`src/rtl/shift_unit_pipelined.sv`:
```
// shift_unit_pipelined: valid/ready pipelined barrel shifter (SLL/SRL/SRA/ROL/ROR).
//   clk, rst                      clock, async active-high reset
//   in_valid/in_ready             input handshake
//   in_data, in_shamt, in_op      operand, full-width amount, opcode
//   in_tag                        sideband returned with the result
//   out_valid/out_ready           output handshake
//   out_data, out_tag, out_illegal result, its tag, reserved-opcode flag
//
// Every op is folded into a right-shift network: left ops bit-reverse the operand
// on entry and the result on exit. Out-of-range SLL/SRL/SRA are resolved on entry
// by replacing the operand with 0 / all-sign, which any further shift leaves intact.
// Slot 0 is a skid register in front of stage 1. With no stall an op bypasses it and
// lands directly in stage 1, so latency is STAGES while capacity is STAGES+1.

module shift_levels #(
  parameter int N   = 32,
  parameter int LO  = 0,
  parameter int CNT = 1
) (
  input  logic [N-1:0]   data,
  input  logic [CNT-1:0] amt,
  input  logic           fill,
  input  logic           rot,
  output logic [N-1:0]   res
);
  always_comb begin
    res = data;
    for (int i = LO; i < LO + CNT; i++) begin
      if (amt[i-LO]) begin
        if (rot) res = (res >> (1 << i)) | (res << (N - (1 << i)));
        else     res = (res >> (1 << i)) | (fill ? ~({N{1'b1}} >> (1 << i)) : '0);
      end
    end
  end
endmodule

module shift_unit_pipelined #(
  parameter int N      = 32,
  parameter int STAGES = 2,
  parameter int TAG_W  = 5
) (
  input  logic             clk,
  input  logic             rst,
  input  logic             in_valid,
  output logic             in_ready,
  input  logic [N-1:0]     in_data,
  input  logic [N-1:0]     in_shamt,
  input  logic [2:0]       in_op,
  input  logic [TAG_W-1:0] in_tag,
  output logic             out_valid,
  input  logic             out_ready,
  output logic [N-1:0]     out_data,
  output logic [TAG_W-1:0] out_tag,
  output logic             out_illegal
);
  localparam int LW   = $clog2(N);
  localparam int BASE = LW / STAGES;
  localparam int REM  = LW % STAGES;

  typedef struct packed {
    logic [N-1:0]     data;
    logic [LW-1:0]    amt;
    logic             fill;  // bit shifted in by non-rotate ops
    logic             rot;
    logic             rev;   // result must be bit-reversed on exit
    logic             ill;
    logic [TAG_W-1:0] tag;
  } pay_t;

  logic [STAGES:0] vld_pipe;
  logic [STAGES:0] adv;
  logic [STAGES:1] up_vld;
  pay_t            pipe [0:STAGES];
  pay_t            nxt  [1:STAGES];
  pay_t            pre, src;
  logic [N-1:0]    rin, rout;
  logic            hi;

  // Entry decode
  always_comb begin
    hi = |in_shamt[N-1:LW];
    for (int i = 0; i < N; i++) rin[i] = in_data[N-1-i];
    pre     = '0;
    pre.amt = in_shamt[LW-1:0];
    pre.tag = in_tag;
    case (in_op)
      3'b000: begin pre.rev = 1'b1; pre.data = hi ? '0 : rin; end
      3'b001: pre.data = hi ? '0 : in_data;
      3'b010: begin
        pre.fill = in_data[N-1];
        pre.data = hi ? {N{in_data[N-1]}} : in_data;
      end
      3'b011: begin pre.rev = 1'b1; pre.rot = 1'b1; pre.data = rin; end
      3'b100: begin pre.rot = 1'b1; pre.data = in_data; end
      default: pre.ill = 1'b1;  // data stays 0
    endcase
  end

  // A stage advances if it or any later slot is empty, or the consumer takes the head.
  for (genvar k = 0; k <= STAGES; k++) begin : g_adv
    assign adv[k] = out_ready || !(&vld_pipe[STAGES:k]);
  end
  assign in_ready = adv[0];

  // Skid slot feeds stage 1 when occupied, otherwise the live input bypasses it.
  assign src = vld_pipe[0] ? pipe[0] : pre;

  for (genvar k = 1; k <= STAGES; k++) begin : g_stage
    localparam int J   = k - 1;
    localparam int CNT = BASE + ((J < REM) ? 1 : 0);
    localparam int LO  = J * BASE + ((J < REM) ? J : REM);
    pay_t         sin, nx;
    logic [N-1:0] res;
    if (k == 1) begin : g_first
      assign sin       = src;
      assign up_vld[k] = vld_pipe[0] | in_valid;
    end else begin : g_rest
      assign sin       = pipe[k-1];
      assign up_vld[k] = vld_pipe[k-1];
    end
    shift_levels #(.N(N), .LO(LO), .CNT(CNT)) u_lv (
      .data (sin.data),
      .amt  (sin.amt[LO +: CNT]),
      .fill (sin.fill),
      .rot  (sin.rot),
      .res  (res)
    );
    always_comb begin
      nx      = sin;
      nx.data = res;
    end
    assign nxt[k] = nx;
  end

  always_ff @(posedge clk or posedge rst) begin
    if (rst) begin
      vld_pipe <= '0;
      for (int k = 0; k <= STAGES; k++) pipe[k] <= '0;
    end else begin
      // Skid slot captures the input when stage 1 is blocked and the slot is empty,
      // or refills behind its own content when that content moves on.
      if (vld_pipe[0] == adv[1]) begin
        vld_pipe[0] <= in_valid;
        if (in_valid) pipe[0] <= pre;
      end
      for (int k = 1; k <= STAGES; k++) begin
        if (adv[k]) begin
          vld_pipe[k] <= up_vld[k];
          if (up_vld[k]) pipe[k] <= nxt[k];
        end
      end
    end
  end

  always_comb begin
    for (int i = 0; i < N; i++) rout[i] = pipe[STAGES].data[N-1-i];
    out_data = pipe[STAGES].rev ? rout : pipe[STAGES].data;
  end
  assign out_valid   = vld_pipe[STAGES];
  assign out_tag     = pipe[STAGES].tag;
  assign out_illegal = pipe[STAGES].ill;

  logic unused_bits;
  assign unused_bits = ^{pipe[STAGES].amt, pipe[STAGES].fill, pipe[STAGES].rot};
endmodule

```
`config.mk`:
```
export PLATFORM = sky130hd
export DESIGN_NAME = shift_unit_pipelined
export DESIGN_NICKNAME = d
export VERILOG_FILES = /design/src/rtl/shift_unit_pipelined.sv
export SDC_FILE = /design/constraint.sdc
export NUM_CORES = 1
export LEC_CHECK = 0
export ABC_AREA = 1
export CAP_MARGIN = 10
export CORE_UTILIZATION = 28
export CTS_CLUSTER_SIZE = 8
export DETAILED_ROUTE_END_ITERATION = 7
export SYNTH_ARGS = -nofsm -noshare
export SYNTH_HDL_FRONTEND = slang
export SYNTH_SLANG_ARGS = --single-unit
```
`constraint.sdc`:
```
create_clock -name clk -period 9.19 [get_ports clk]
set_input_delay 2.2975 -clock clk [delete_from_list [all_inputs] [get_ports clk]]
set_output_delay 2.2975 -clock clk [all_outputs]
set_load 0.1 [all_outputs]
```
# Yosys cells after proc, flatten, opt, wreduce, memory -nomap -nowiden
# Index checks and enable logic that the tools add are counted.
[classes] n_eq_ne=5 muxes=25 bitwise=11 reduce_logical=16
[ops] operator="two-way mux 32 bit" count=18
[ops] operator="case mux 32 bit (5 select lines)" count=1
[ops] operator="bitwise OR 16 x 32 -> 32 bit" count=2
[ops] operator="bitwise OR 24 x 32 -> 32 bit" count=2
[ops] operator="bitwise OR 28 x 32 -> 32 bit" count=2
[ops] operator="bitwise OR 30 x 32 -> 32 bit" count=2
[ops] operator="bitwise OR 31 x 32 -> 32 bit" count=2
[ops] operator="two-way mux 46 bit" count=1
[ops] operator="two-way mux 31 bit" count=1
[ops] operator="OR reduction 27 bit" count=1
[ops] operator="AND reduction 2 bit" count=4
[ops] operator="equality test 3 x 2 -> 1 bit (second input constant)" count=2
[ops] operator="OR reduction 5 bit" count=1
[ops] operator="two-way mux 1 bit" count=4
[ops] operator="OR reduction 2 bit" count=2
[ops] operator="equality test 3 x 1 -> 1 bit (second input constant)" count=1
[ops] operator="equality test 3 bit (second input constant)" count=1
[ops] operator="zero test 1 bit" count=3
[ops] operator="zero test 3 bit" count=1
[ops] operator="logical OR 1 bit" count=3
[ops] operator="AND reduction 3 bit" count=1
[ops] operator="equality test 1 bit" count=1
[ops] operator="bitwise OR 1 bit" count=1
[totals] reg_bits=134 in_bits=76 out_inout_bits=40 wordCells=78

# Depth between registers and ports, before layout
# Gate-level depths: netlist (run 1).
[logic_depth] ltp_word=14 mapped_depth=18

# Modules after synthesis
# From an unflattened synthesis (run 1), not the netlist that was laid out.
[hier_totals] cells_unflattened=1505 area_unflattened_um2=9471.6
[by_module_without_submodules] module="shift_unit_pipelined" n_inst=1 cells_each=1004 area_per_inst_um2=7144.4
[by_module_without_submodules] module="shift_levels at g_stage[1].u_lv" n_inst=1 cells_each=272 area_per_inst_um2=1321.3
[by_module_without_submodules] module="shift_levels at g_stage[2].u_lv" n_inst=1 cells_each=229 area_per_inst_um2=1006.0

# Least setup slack after synthesis (run 1)
# OpenSTA, ideal clock, no wires.
[synth_timing] path_kind="input-to-output" startpoint="input port out_ready" endpoint="output port in_ready" arrival_time_ns=3.182 slack_ns=3.711 stages=6 n_path_buf=0 cell_sequence="inv_1 > nand2_1 > nor2_1 > inv_1 > nor2_1 > inv_1"
[synth_via] elab_chain_len=1
[synth_lines] item="start, declared" line_no="51" rtl="input logic out_ready,"
[synth_lines] item="logical OR 1 bit" line_no="101" rtl="assign adv[k] = out_ready || !(&vld_pipe[STAGES:k]);"
[synth_lines] item="end, declared" line_no="45" rtl="output logic in_ready,"
# Every way passes these cells.

# Worst setup path after layout (run 1)
# Same ends and word-level chain as after synthesis.

==> summary.txt, run 1 <==
RSZ-0062 raised after global routing: false
Tcrit/Tclk final: 72.6%
Synthesis-stage register bit count: 131
Status: finished, final reports clean
Clock Latency Late Sink: 0.43 ns
TritonCTS clock tree: built
Initial core utilization: 28.6%
Most common cell after layout, fill and taps aside: nand2_1
Synth Area in Adders: 0%
CP endpoint kind: output port
Cell Area, Synth: 9100 sq um
Startpoint class of the critical path: input port
Critical Path Fanout Max: 4
Gp weighted congestion: 0.864
Final #Nets: 1564
Number of global-route vias before repair: 8562
WP data required: 6.89 ns
Number of warning messages in the yosys log: 0
R2R setup slack: 5.98 ns
Area post-placement: 10500 sq um
Clock sink count: 131
Die W: 182 microns
Drt first-iter violations: 695
Vias per std cell: 4.82
Post-DP HPWL: 19.5 mm
Hold_buf cts: 0
CTS Buf Count: 17
Root Buffer: clkbuf_16
Ant diodes: 0
Synth Flop Type: dfrtp_1
Clock skew: 0.0140 ns
Post-route ant nets: 0
Fmax: 0.150 GHz
Synth Area in Compound Gates: 13.8%
CTS H-tree lvls: 4
Global-route wire length before repair: 44.4 mm
Row cnt: 65
Die height: 182 microns
Post-detailed-route wirelength per cell: 13.8 microns
Final Core Density: 34.7%
P&R area growth vs syn: 21.1%
Yosys cell types: 34
CP endpoint: in_ready
Final setup violation count: 0
Final WL: 26.6 mm
Crit Path Category: input port to output port
Syn nets: 1510
Global route overflow: 0
Core region area: 31800 sq um
Initial antenna violation count: 0
Clock-pin slew on the worst setup and hold paths: 0.06 ns
Synth Instances: 1434
Vias: 9322
Worst r2r src: vld_pipe[0]
Fraction of the mapped netlist area in simple logic gates: 39.2%
Arr. time, crit path: 4.37 ns
Worst IR drop on VDD: 0.320 mV
Post-CTS Setup Repair Bufs: 0
Placed cell count: 1904
Most frequent cells in the layout: nand2_1, nand3_1, o21ai_0, inv_1, dfrtp_1
Mapped Avg Cell Area: 6.35 sq um
Post-synth EDFFs: 0
Power density cells: 405 nW/um^2
DR pass1 iterations: 5
DRC viols: 0
Worst rel slew slack: 32.9%
I/O pin count: 116
Layout cells sized above 1: 5.33%
Setup TNS: 0 ns
Post-route design area: 11000 sq um
Gr usage total: 16.6%
Hold Vio Cnt, Final: 0
Final Critical Period: 6.67 ns
Fin cells: 1935
Largest net degree at the start of global routing: 70
Post-synth ARST share: 100%
Worst Setup SP: out_ready
CTS Buffer Depth: 2
Multiplexer area fraction after synthesis: 0%
Synth Area in XOR/XNOR: 0%
PortBufs: 115
Max-cap violations: 0
Cts repair resizes: 0
Hold Path Class: flop to flop
Sequential cell area fraction in the yosys report: 36.0%
Lkg Pwr: 5.27 nW
Power Total: 4.46 mW
Die Area: 33200 sq um
Main combinational cell family by area after synthesis: simple AND/OR/NAND/NOR gates
Worst-Margin Slew: 1.00 ns
RR Endpoint: g_stage[2].sin[24]
Slew Limit Fails: 0
Worst reg-to-reg path cell count: 12
registers in the layout, summed over array words and instances (netlist names):
register and count:
g_stage.nx 11, g_stage.sin 32, out_illegal 1, out_tag 5, pipe 79, vld_pipe 3
metrics by stage:
step	hold slack (ns)	worst slack [ns]
after detailed placement	0.458	2.53
after global routing	0.492	2.37
after floorplan	0.441	3.39
after CTS	0.475	2.52
final	0.471	2.52
after global placement	0.454	2.54
critical path, cell delays in order:
cell and delay (ns):
clkdlybuf4s50_1 0.45, inv_1 0.04, nand2_1 0.08, nor2_1 0.05
inv_1 0.13, nor2_1 0.06, inv_1 0.12, clkdlybuf4s50_1 1.14
logic make-up (layout without fill, tap and decap cells):
logic type             count (synthesis)  count (layout)
DFF                                  131             131
AOI/OAI and AO/OA                    228             228
buffers and inverters                240             306
and+or+nand+nor                      835             835
synth_stat cells, types with 4 or more instances:
cell	number	area (sq um)
buf_2	28	140
a22oi_1	8	60.1
nand2_1	475	1780
o22ai_1	22	138
clkbuf_1	49	184
nor2_1	77	289
nand3_1	232	1160
or2_2	7	43.8
o211ai_1	7	52.6
inv_2	5	18.8
buf_4	10	75.1
nand2_2	5	31.3
buf_6	4	45.0
a21oi_2	5	43.8
inv_1	140	526
dfrtp_1	131	3280
o21ai_0	159	796
a21oi_1	12	60.1
nand4_1	21	131
o21ai_1	7	35.0
nor2_2	6	37.5
cell type report:
| cell class | instances | area [sq um] |
|---|---|---|
| fillers | 3413 | 20800 |
| multi-input cells | 1063 | 4830 |
| flip-flops and latches | 131 | 3280 |
| repair buffers | 129 | 1260 |
| inverters | 146 | 551 |
| well taps | 435 | 544 |
| clock buffers | 22 | 464 |
| clock inverters | 9 | 106 |
report_power, final:
part           internal (mW)  switching [mW]  leakage [nW]
sequential             0.857           0.157          1.65
combinational          0.730            2.05          3.35
clock                  0.411           0.254         0.272
worst min path at each step:
| stage | startpoint | endpoint | slack, ns | depth (start not counted) |
|---|---|---|---|---|
| 2_1_floorplan | pipe[101] | pipe[101] | 0.44 | 2 |
| 3_3_place_gp | pipe[101] | pipe[101] | 0.45 | 2 |
| 3_5_place_dp | pipe[103] | pipe[103] | 0.46 | 2 |
| 4_1_cts | pipe[103] | pipe[103] | 0.47 | 2 |
| 5_1_grt | pipe[103] | pipe[103] | 0.49 | 2 |
| 6_report | pipe[103] | pipe[103] | 0.47 | 2 |
metal layers:
layer  routed length (microns)  global-route usage (%)
met2                     11500                    25.1
met1                     13300                    23.6
met3                      1300                    2.99
met5                         0                       0
met4                       490                    5.21
No activity file was read; power rests on OpenSTA's default activity.
==> run 2: changes to the inputs <==
- clock period: 9.19 -> 6.09 ns (I/O delays scaled with it)
==> summary.txt, run 2 (synthesis results as in run 1) <==
Critical path's most frequent cell: inv_1
CP Cell Sequence: clkdlybuf4s50_1 -> inv_1 -> nand2_1 -> nor2_1 -> inv_1 -> nor2_1 -> inv_1 -> buf_4
Clock skew: 0.0143 ns (+0.000370 ns)
CTS Buffer Depth: 2 (unchanged)
Hold_buf cts: 0 (unchanged)
Worst IR drop on VDD: 0.316 mV (-1.2%)
Final WL: 26.5 mm (-0.58%)
Die Area: 33200 sq um (unchanged)
Placed cell count: 1902 (-0.11%)
Initial antenna violation count: 0 (unchanged)
Power Total: 6.75 mW (+51%)
Largest register FFs: 79 (unchanged)
TritonCTS clock tree: built
Cts repair resizes: 0 (unchanged)
Number of global-route vias before repair: 8493 (-0.81%)
Arr. time, crit path: 2.76 ns (-1.61 ns)
Tcrit/Tclk final: 70.2%
Post-CTS Setup Repair Bufs: 0 (unchanged)
Worst-Margin Slew: 1.08 ns (+0.0816 ns)
Die height: 182 microns (unchanged)
Core region area: 31800 sq um (unchanged)
DR pass1 iterations: 5 (unchanged)
Metal1 wirelength: 13.2 mm (-0.79%)
Vias: 9329 (+0.075%)
P&R area growth vs syn: 21.5%
Lkg Pwr: 5.29 nW (+0.36%)
PortBufs: 115 (unchanged)
Slew Limit Fails: 0 (unchanged)
Status: finished, final reports clean
Global route overflow: 0 (unchanged)
Gr usage total: 16.4% (-0.17 points)
Global-route wire length before repair: 44.0 mm (-0.90%)
Hold Path Class: flop to flop
Slowest stage delay, CP: 0.45 ns (-0.69 ns)
Row cnt: 65 (unchanged)
Fmax: 0.234 GHz
Vias per std cell: 4.82 (about the same)
Most common cell after layout, fill and taps aside: nand2_1
DR top layer: met4
Post-route design area: 11100 sq um (+0.35%)
Drt first-iter violations: 642 (-7.6%)
Gp weighted congestion: 0.863 (about the same)
Biggest register: pipe
Ant diodes: 0 (unchanged)
RSZ-0062 raised after global routing: false
Initial core utilization: 28.6% (unchanged)
Largest net degree at the start of global routing: 80 (+14%)
Setup TNS: 0 ns (unchanged)
Clock-pin slew on the worst setup and hold paths: 0.07 ns (about the same)
Final Core Density: 34.8% (+0.12 points)
I/O pin count: 116 (unchanged)
Power density cells: 610 nW/um^2 (+51%)
Startpoint class of the critical path: input port
Clock sink count: 131 (unchanged)
Clock Latency Late Sink: 0.43 ns (about the same)
Crit-path slowest cell: clkdlybuf4s50_1
Post-DP HPWL: 19.7 mm (+0.75%)
Fin cells: 1935 (unchanged)
Final setup violation count: 0 (unchanged)
Post-route ant nets: 0 (unchanged)
Die W: 182 microns (unchanged)
Post-detailed-route wirelength per cell: 13.7 microns (-0.58%)
DRC viols: 0 (unchanged)
Root Buffer: clkbuf_16
CTS Buf Count: 17 (unchanged)
Crit Path Category: input port to output port
Max-cap violations: 0 (unchanged)
Final #Nets: 1563 (-0.064%)
CTS H-tree lvls: 4 (unchanged)
Hold Vio Cnt, Final: 0 (unchanged)
Met3 wire length: 1.40 mm (+7.4%)
Final Critical Period: 4.28 ns
Most frequent cells in the layout: nand2_1, nand3_1, o21ai_0, inv_1, dfrtp_1
Layout cells sized above 1: 5.60% (+0.27 points)
WP data required: 4.57 ns (-2.32 ns)
Critical Path Fanout Max: 4 (unchanged)
Worst rel slew slack: 27.7% (-5.2 points)
Area post-placement: 10500 sq um (about the same)
Routed wl met2: 11.6 mm (+0.81%)
CP endpoint kind: output port
==> run 2: power by group <==
part	leakage, nW	internal [mW]	total [mW]	switching (mW)
sequential	1.65	1.29	1.54	0.247
combinational	3.36	1.11	4.19	3.08
clock	0.283	0.549	1.02	0.466
==> run 2: per-stage QoR <==
step	hold slack, ns	setup slack (ns)
after detailed placement	0.458	1.64
final	0.478	1.81
after global placement	0.453	1.68
after CTS	0.477	1.81
after floorplan	0.441	1.07
after global routing	0.495	1.66
==> run 2: cell type report <==
cell class | count | area [sq um]
clock inverter | 15 | 161
multi-input combinational | 1063 | 4830
timing repair buffer | 128 | 1280
fill | 3447 | 20700
inverter | 146 | 551
tap | 435 | 544
clock buffer | 17 | 425
sequential | 131 | 3280
==> run 2: worst paths after layout <==
check	from	end	slack, ns	cells after the start
min in group asynchronous	rst	pipe[43]	1.57	2
worst min-delay path	pipe[102]	pipe[102]	0.48	2
max in group asynchronous	rst	pipe[127]	3.65	3
worst min register to register	pipe[102]	pipe[102]	0.48	2
worst max-delay path	out_ready	in_ready	1.81	8
worst max register to register	vld_pipe[0]	g_stage[2].sin[38]	2.64	11
==> run 2: layer usage <==
| layer | GRT usage (%) | vias to the layer above |
|---|---|---|
| met4 | 4.10 | 0 |
| met5 | 0 | - |
| met2 | 24.8 | 287 |
| met3 | 2.89 | 16 |
| li1 | - | 4766 |
| met1 | 23.9 | 4260 |
==> run 2: critical path: cells and delay by family <==
| family | cells | cell delay [ns] |
|---|---|---|
| buf+inv | 5 | 1.04 |
| simple gates | 3 | 0.19 |
==> run 3: changes to the inputs <==
- clock period: 6.09 -> 4.3 ns (I/O delays scaled with it)
==> summary.txt, run 3 (synthesis results as in run 1) <==
Status: finished, final reports clean
DRC viols: 0 (unchanged)
Hold_buf cts: 0 (unchanged)
Post-CTS Setup Repair Bufs: 0 (unchanged)
RR Endpoint: pipe[33]
Final #Nets: 1572 (+0.58%)
Tcrit/Tclk final: 76.4%
Fillers: 3462 (+0.44%)
Lkg Pwr: 5.36 nW (+1.5%)
Fmax: 0.304 GHz
Clock sink count: 131 (unchanged)
Number of global-route vias before repair: 8679 (+2.2%)
PortBufs: 115 (unchanged)
Hold Vio Cnt, Final: 0 (unchanged)
Worst IR drop on VDD: 0.662 mV (+110%)
Final hold slack: 0.473 ns (-0.00494 ns)
Clock-pin slew on the worst setup and hold paths: 0.06 ns (about the same)
Largest net degree at the start of global routing: 65 (-19%)
Max-cap violations: 0 (unchanged)
Root Buffer: clkbuf_16
Critical Path Fanout Max: 4 (unchanged)
P&R area growth vs syn: 21.3%
CTS H-tree lvls: 4 (unchanged)
Register Area: 3280 sq um (unchanged)
Placed cell count: 1912 (+0.53%)
Gr usage total: 16.8% (+0.43 points)
Post-route design area: 11000 sq um (-0.19%)
Layout cells sized above 1: 8.28% (+2.7 points)
Post-detailed-route wirelength per cell: 13.9 microns (+2.0%)
Ant diodes: 0 (unchanged)
Initial antenna violation count: 0 (unchanged)
Arr. time, crit path: 2.21 ns (-0.55 ns)
Area taken by multi-input logic gates: 4830 sq um (unchanged)
Power Total: 9.50 mW (+41%)
Core region area: 31800 sq um (unchanged)
TritonCTS clock tree: built
Worst-Margin Slew: 1.01 ns (-0.0782 ns)
Slew Limit Fails: 0 (unchanged)
Vias: 9482 (+1.6%)
Final Critical Period: 3.29 ns
Fin cells: 1944 (+0.47%)
DR pass1 iterations: 5 (unchanged)
Worst r2r src: g_stage[2].nx[13]
Initial core utilization: 28.6% (unchanged)
Most common cell after layout, fill and taps aside: nand2_1
Drt first-iter violations: 730 (+14%)
Power density cells: 860 nW/um^2 (+41%)
Clock skew: 0.00903 ns (-0.00530 ns)
Hold Path Class: flop to flop
Row cnt: 65 (unchanged)
Final WL: 27.1 mm (+2.5%)
R2R setup slack: 1.44 ns (-1.20 ns)
Area post-placement: 10500 sq um (+0.20%)
CTS Buf Count: 17 (unchanged)
Clock Latency Late Sink: 0.42 ns (about the same)
Global-route wire length before repair: 45.2 mm (+2.7%)
CTS Buffer Depth: 2 (unchanged)
Vias per std cell: 4.88 (+1.2%)
Final Core Density: 34.7% (-0.067 points)
Most frequent cells in the layout: nand2_1, nand3_1, o21ai_0, inv_1, dfrtp_1
Final setup violation count: 0 (unchanged)
Worst rel slew slack: 32.7% (+5.0 points)
Die W: 182 microns (unchanged)
Worst reg-to-reg path cell count: 5 (-6)
Die Area: 33200 sq um (unchanged)
WP data required: 3.22 ns (-1.35 ns)
Largest register FFs: 79 (unchanged)
Global route overflow: 0 (unchanged)
Post-DP HPWL: 20.4 mm (+3.9%)
CP endpoint: in_ready
Startpoint class of the critical path: input port
Die height: 182 microns (unchanged)
RSZ-0062 raised after global routing: false
Post-route setup slack: 1.01 ns (-0.799 ns)
CP endpoint kind: output port
Biggest register: pipe
Dpl ws: 0.645 ns (-0.995 ns)
Post-route ant nets: 0 (unchanged)
Setup TNS: 0 ns (unchanged)
I/O pin count: 116 (unchanged)
Crit Path Category: input port to output port
Cts repair resizes: 0 (unchanged)
Gp weighted congestion: 0.872 (+1.0%)
Worst Setup SP: out_ready
## run 3: changes by cell type in the layout (fill, tap and decap cells not counted), sizes merged
cell	previous run	this run
buf	14	55
bufinv	0	1
clkdlybuf4s50	114	82
clkinv	5	7
inv	154	151
## run 3: worst min-delay path by stage
stage / start / end / slack, ns / depth (start not counted)
2_1_floorplan: pipe[101] / pipe[101] / 0.44 / 2
3_3_place_gp: pipe[101] / pipe[101] / 0.45 / 2
3_5_place_dp: pipe[101] / pipe[101] / 0.46 / 2
4_1_cts: pipe[101] / pipe[101] / 0.48 / 2
5_1_grt: pipe[101] / pipe[101] / 0.50 / 2
6_report: pipe[101] / pipe[101] / 0.47 / 2
## run 3: final cells by class
class	count	share of cell area [%]
clock buffer	17	3.85
clock inverter	15	1.33
inverter	146	5.00
multi-input combinational	1063	43.7
sequential	131	29.7
tap	435	4.93
timing repair buffer	137	11.5
## run 3: critical path: stages
cell             delay (ns)
clkdlybuf4s50_1        0.45
inv_1                  0.04
nand2_1                0.08
nor2_1                 0.05
inv_1                  0.12
nor2_1                 0.05
inv_1                  0.15
buf_12                 0.19
## run 3: report_power, final
| group | leakage, nW | internal (mW) | total, mW | switching (mW) |
|---|---|---|---|---|
| combinational | 3.44 | 1.51 | 5.90 | 4.40 |
| clock | 0.281 | 0.810 | 1.41 | 0.598 |
| sequential | 1.65 | 1.83 | 2.19 | 0.356 |
| total | 5.36 | 4.15 | 9.50 | 5.35 |
## run 3: routing by layer
metal / vias to the layer above / wire [microns] / track usage, %
li1: 4779 / - / -
met1: 4379 / 13300 / 24.4
met2: 298 / 11900 / 25.9
met3: 26 / 1500 / 2.57
met4: 0 / 333 / 4.34
met5: - / 0 / 0
